File: src/rtl/load_use_scoreboard.sv
// Decode-stage load-use / multi-cycle hazard scoreboard.
// Each architectural register (x1..x31) owns a small countdown that holds the
// number of cycles remaining until its youngest in-flight write can be picked
// up by the forwarding network. A nonzero count on a source operand stalls DE.

// Per-register countdown. Set wins over decrement; a backend hold freezes it.
module lus_reg_cnt #(
  parameter int CNT_W = 2
) (
  input  logic             clk,
  input  logic             rst,
  input  logic             hold,
  input  logic             set,
  input  logic [CNT_W-1:0] set_val,
  output logic [CNT_W-1:0] cnt
);

  // Youngest writer overwrites; otherwise count down toward forwardable.
  always_ff @(posedge clk) begin
    if (rst) begin
      cnt <= '0;
    end else if (!hold) begin
      if (set)
        cnt <= set_val;
      else if (cnt != '0)
        cnt <= cnt - 1'b1;
    end
  end

endmodule

module load_use_scoreboard #(
  parameter int LOAD_LAT = 2,
  parameter int MUL_LAT  = 3,
  parameter int CNT_W    = 2
) (
  input  logic        clk,
  input  logic        rst,
  input  logic        de_valid,
  input  logic [4:0]  de_rs1,
  input  logic        de_rs1_used,
  input  logic [4:0]  de_rs2,
  input  logic        de_rs2_used,
  input  logic [4:0]  de_rd,
  input  logic        de_wb_en,
  input  logic [1:0]  de_op_class,
  input  logic        pipe_hold,
  input  logic        flush,
  output logic        stall_de,
  output logic        issue,
  output logic [31:0] busy_mask,
  output logic [31:0] stall_count
);

  localparam int                NUM_REGS = 32;
  localparam logic [CNT_W-1:0]  LOAD_CNT = CNT_W'(LOAD_LAT);
  localparam logic [CNT_W-1:0]  MUL_CNT  = CNT_W'(MUL_LAT);

  localparam logic [1:0] OP_ALU  = 2'b00;
  localparam logic [1:0] OP_LOAD = 2'b01;
  localparam logic [1:0] OP_MUL  = 2'b10;

  logic [NUM_REGS-1:0][CNT_W-1:0] cnt;
  logic [NUM_REGS-1:0]            set_vec;
  logic [CNT_W-1:0]               lat;
  logic                           hit1;
  logic                           hit2;
  logic                           wr_track;

  // x0 is hardwired zero and never has a pending producer.
  assign cnt[0] = '0;

  // Forwardability latency of the issuing instruction; ALU results (and the
  // reserved class 11) are forwardable from EX on the very next cycle.
  always_comb begin
    lat = '0;
    case (de_op_class)
      OP_LOAD: lat = LOAD_CNT;
      OP_MUL:  lat = MUL_CNT;
      OP_ALU:  lat = '0;
      default: lat = '0;
    endcase
  end

  // Operand hazards: only operands actually read, never x0. rs1==rs2 still
  // yields one stall cycle because the two hits are simply OR-ed.
  always_comb begin
    hit1 = de_rs1_used && (de_rs1 != 5'd0) && (cnt[de_rs1] != '0);
    hit2 = de_rs2_used && (de_rs2 != 5'd0) && (cnt[de_rs2] != '0);
  end

  assign stall_de = de_valid && (hit1 || hit2);
  assign issue    = de_valid && !stall_de && !flush && !pipe_hold;
  assign wr_track = issue && de_wb_en && (de_rd != 5'd0);

  // One-hot destination select for the counter that gets (re)loaded.
  always_comb begin
    set_vec = '0;
    for (int i = 1; i < NUM_REGS; i++)
      set_vec[i] = wr_track && (de_rd == 5'(i));
  end

  // Counter array for x1..x31.
  for (genvar g = 1; g < NUM_REGS; g++) begin : g_reg
    lus_reg_cnt #(.CNT_W(CNT_W)) u_cnt (
      .clk     (clk),
      .rst     (rst),
      .hold    (pipe_hold),
      .set     (set_vec[g]),
      .set_val (lat),
      .cnt     (cnt[g])
    );
  end

  // Busy view for the forwarding unit / debug: any nonzero countdown.
  always_comb begin
    busy_mask = '0;
    for (int i = 1; i < NUM_REGS; i++)
      busy_mask[i] = (cnt[i] != '0);
  end

  // Performance counter of real stall cycles; saturates instead of wrapping.
  always_ff @(posedge clk) begin
    if (rst)
      stall_count <= '0;
    else if (stall_de && !flush && !pipe_hold && (stall_count != 32'hFFFF_FFFF))
      stall_count <= stall_count + 32'd1;
  end

endmodule

File: config.mk
export PLATFORM = sky130hd
export DESIGN_NAME = load_use_scoreboard
export DESIGN_NICKNAME = d
export VERILOG_FILES = /design/src/rtl/load_use_scoreboard.sv
export SDC_FILE = /design/constraint.sdc
export NUM_CORES = 1
export LEC_CHECK = 0
export ABC_AREA = 1
export ABC_CLOCK_PERIOD_IN_PS = 6900
export CAP_MARGIN = 15
export CORE_AREA = 2 2 119 121
export DETAILED_ROUTE_END_ITERATION = 8
export DIE_AREA = 0 0 121 123
export PLACE_DENSITY = 0.86
export SYNTH_ARGS = -nofsm -noshare
export SYNTH_HDL_FRONTEND = slang
export SYNTH_HIERARCHICAL = 1
export SYNTH_SLANG_ARGS = --single-unit
File: constraint.sdc
create_clock -name clk -period 6.9 [get_ports clk]
set_input_delay 1.38 -clock clk [delete_from_list [all_inputs] [get_ports clk]]
set_output_delay 1.38 -clock clk [all_outputs]
set_load 0.05 [all_outputs]
==> results_dict.tcl <==
set metrics [dict create \
    yosys_warnings 6 \
    htreeDepth 3 \
    synth-simple-area-share 0.4025 \
    detail-route-antenna-nets 0 \
    criticalPathCategory "primary input to output pin" \
    coreArea_mm2 0.01361 \
    cp-end-kind "output pin" \
    drt_first_iter_violations 469 \
    dp_hpwl_mm 14.60 \
    vias 7790 \
    slowest_delay_ps 840 \
    cts_buffers 9 \
    syn_inst 1297 \
    synth_compound_area_frac 0.06820 \
    clock_latency_ps 360 \
    cts.sinks 94 \
    synth_mux_area_frac 0 \
    grt_pass1_wl_mm 32.31 \
    synth_nets 1355 \
    drive_above_1_share 0.1567 \
    cts_resized 0 \
    vias_per_cell 4.959 \
    cts_tree "done" \
    setup_tns_ps 0 \
    finalNetCount 1446 \
    grt.total_usage 0.2719 \
    final_common_cell "nand2_1" \
    p_leak_nw 4.556 \
    rsz0062_at_grt "false" \
    area_growth_pct 16.50 \
    first_pass_iters 5 \
    grt_overflow_total 0 \
    die_h_um 123 \
    die-area_mm2 0.01488 \
    holdBufCountCts 0 \
    antenna_cells 0 \
    wl_mm 19.75 \
    max_slew.worst_pin.slew_ps 923.1 \
    yosys.cell_types.count 28 \
    cp-startpoint "de_rs1[0]" \
    critPathRequiredTime_ps 5520 \
    internal-power_w 0.001142 \
    design_area_mm2 0.009383 \
    synth_xor_area_frac 0 \
    finalHoldViolations 0 \
    postSynthAreaPerCell_um2 6.210 \
    io_buffers 89 \
    die_w_um 121 \
    combPwrFrac 0.409 \
    synth_top_family_by_area "simple AND/OR/NAND/NOR gates" \
    layout_common_cells "nand2_1, nor2_1, inv_1" \
    cp_common_cell "nand2_1" \
    drc 0 \
    dp_slack_ps 1301 \
    grt_max_degree 33 \
    r2r_start "g_reg[11].u_cnt/cnt[0]" \
    p_sw_frac 0.3662 \
    root_buffer "clkbuf_16" \
    critPathLaunchType "primary input" \
    cts_setup_buffers 0 \
    syn-cell-area_mm2 0.008054 \
    hp-class "flop to flop" \
    ys_seq_area_frac 0.2336 \
    finalMaxSlewViolations 0 \
    cp-endpoint "issue" \
    cp_slowest_cell "clkdlybuf4s50_1" \
    setup_ws_ps 1246 \
    min_period_ps 5654 \
    status "completed" \
    maxSlewHeadroom 0.3839 \
    p_clk_frac 0.254 \
    row_count 43 \
    seq_power_share 0.337 \
    antenna_found_initial 0 \
    grt_pass1_vias 7080 \
    clockBufferDepth 2 \
    ir_drop_mv 0.1304 \
    yosys.area_share.adder 0.05127 \
    dpl_cell_area_mm2 0.009128 \
    cp_max_fo 16 \
    rrSetupSlack_ps 3810 \
    ff2ff_path_depth 18 \
    crit_chain "clkdlybuf4s50_1, nor2_1, nand2_1, nand2_1, nor2_1, nand2_1, nand3_1, nand2_1, nand2_1, nand3_1, nand2_2, nor2_4, clkdlybuf4s50_1" \
    critical_path_arrival_ps 4270 \
    p_per_area_mw_per_mm2 192.0 \
    gp_congestion 0.9195 \
    ys_ff_latch 94 \
    p_sw_w 0.0006598 \
    drv_cap 0 \
    setup_viol 0 \
    fmax_mhz 176.9 \
    initial_core_util 0.5917 \
    fin_crit_sh 0.8195 \
    avgRoutedWirePerCell_um 12.57 \
    skew_ps 9.216 \
    ios 91 \
    reg2reg_to "g_reg[16].u_cnt/cnt[1]" \
    clk_pin_slew_worst_paths_ps 70 \
]
metrics by stage:
step | hold WS (ps) | utilization | cells | total power [W]
finish | 525.7 | 0.6893 | 1571 | 0.001802
detailed placement | 517.4 | 0.6706 | 1557 | 0.001349
global placement | 504.3 | 0.6706 | 1557 | 0.001336
global route | 566.7 | 0.6893 | 1571 | 0.001907
CTS | 527.2 | 0.6893 | 1571 | 0.001810
floorplan | 557.6 | - | 1297 | 0.001162
Yosys cell counts:
cell,n,area share
nor2_1,278,0.13
a21oi_1,13,0.0081
buf_1,2,0.00093
ha_1,33,0.051
inv_2,65,0.030
buf_2,3,0.0019
o21bai_1,9,0.0084
nor2_4,1,0.0014
conb_1,1,0.00047
nand4_1,21,0.016
nand3b_1,1,0.00093
bufinv_8,62,0.13
nor2_2,3,0.0023
nand3_1,51,0.032
nor3_1,7,0.0043
inv_1,149,0.069
o21ai_0,79,0.049
a21boi_0,1,0.00093
o21ai_1,1,0.00062
nor4_1,3,0.0023
o41ai_1,1,0.0011
nand3_2,3,0.0037
buf_4,5,0.0047
nand2_1,342,0.16
clkbuf_1,4,0.0019
or2_2,2,0.0016
dfxtp_1,94,0.23
nand2_2,63,0.049
layer usage:
metal	vias up	routed length (um)	track usage
li1	4066	-	-
met1	3398	8587	0.3437
met2	274	8862	0.4470
met3	52	1615	0.04659
met4	0	681	0.1388
met5	-	0	0
cells by family after synthesis:
logic type / count (synthesis)
DFF: 94
other: 1
buffers and inverters: 290
and+or+nand+nor: 775
AOI/OAI and AO/OA: 104
adders and majority gates: 33
state kept, by name, indices dropped and copies added, names as in the netlist:
register and flops:
g.u_cnt/cnt 62, stall_count 32
worst min-delay path by stage:
stage / from / to / slack (ps) / cells past startpoint
global route: stall_count[31] / stall_count[31] / 570 / 2
detailed placement: stall_count[31] / stall_count[31] / 520 / 2
CTS: stall_count[31] / stall_count[31] / 530 / 2
global placement: stall_count[31] / stall_count[31] / 500 / 2
finish: stall_count[31] / stall_count[31] / 530 / 2
floorplan: g_reg[16].u_cnt/cnt[0] / g_reg[16].u_cnt/cnt[0] / 560 / 3
area by class of cell:
cell class | count | area [um^2]
clock inverter | 4 | 26.28
multi-input combinational | 913 | 4208
tap | 180 | 225.2
timing repair buffer | 94 | 923.4
inverter | 276 | 1889
sequential | 94 | 1882
fill | 1204 | 4229
clock buffer | 10 | 229.0
worst max-delay path: cells and delay by family:
kind	cells	cell delay, ps
simple gates	11	1430
buf+inv	2	1440
power by group through the flow:
stage / sequential, W / combinational [W] / clock (W)
floorplan: 0.000615 / 0.000547 / 0
global placement: 0.000617 / 0.000719 / 0
detailed placement: 0.000619 / 0.000730 / 0
CTS: 0.000607 / 0.000734 / 0.000469
global route: 0.000612 / 0.000802 / 0.000493
finish: 0.000607 / 0.000737 / 0.000458
Power figures use the tool's default switching activity.
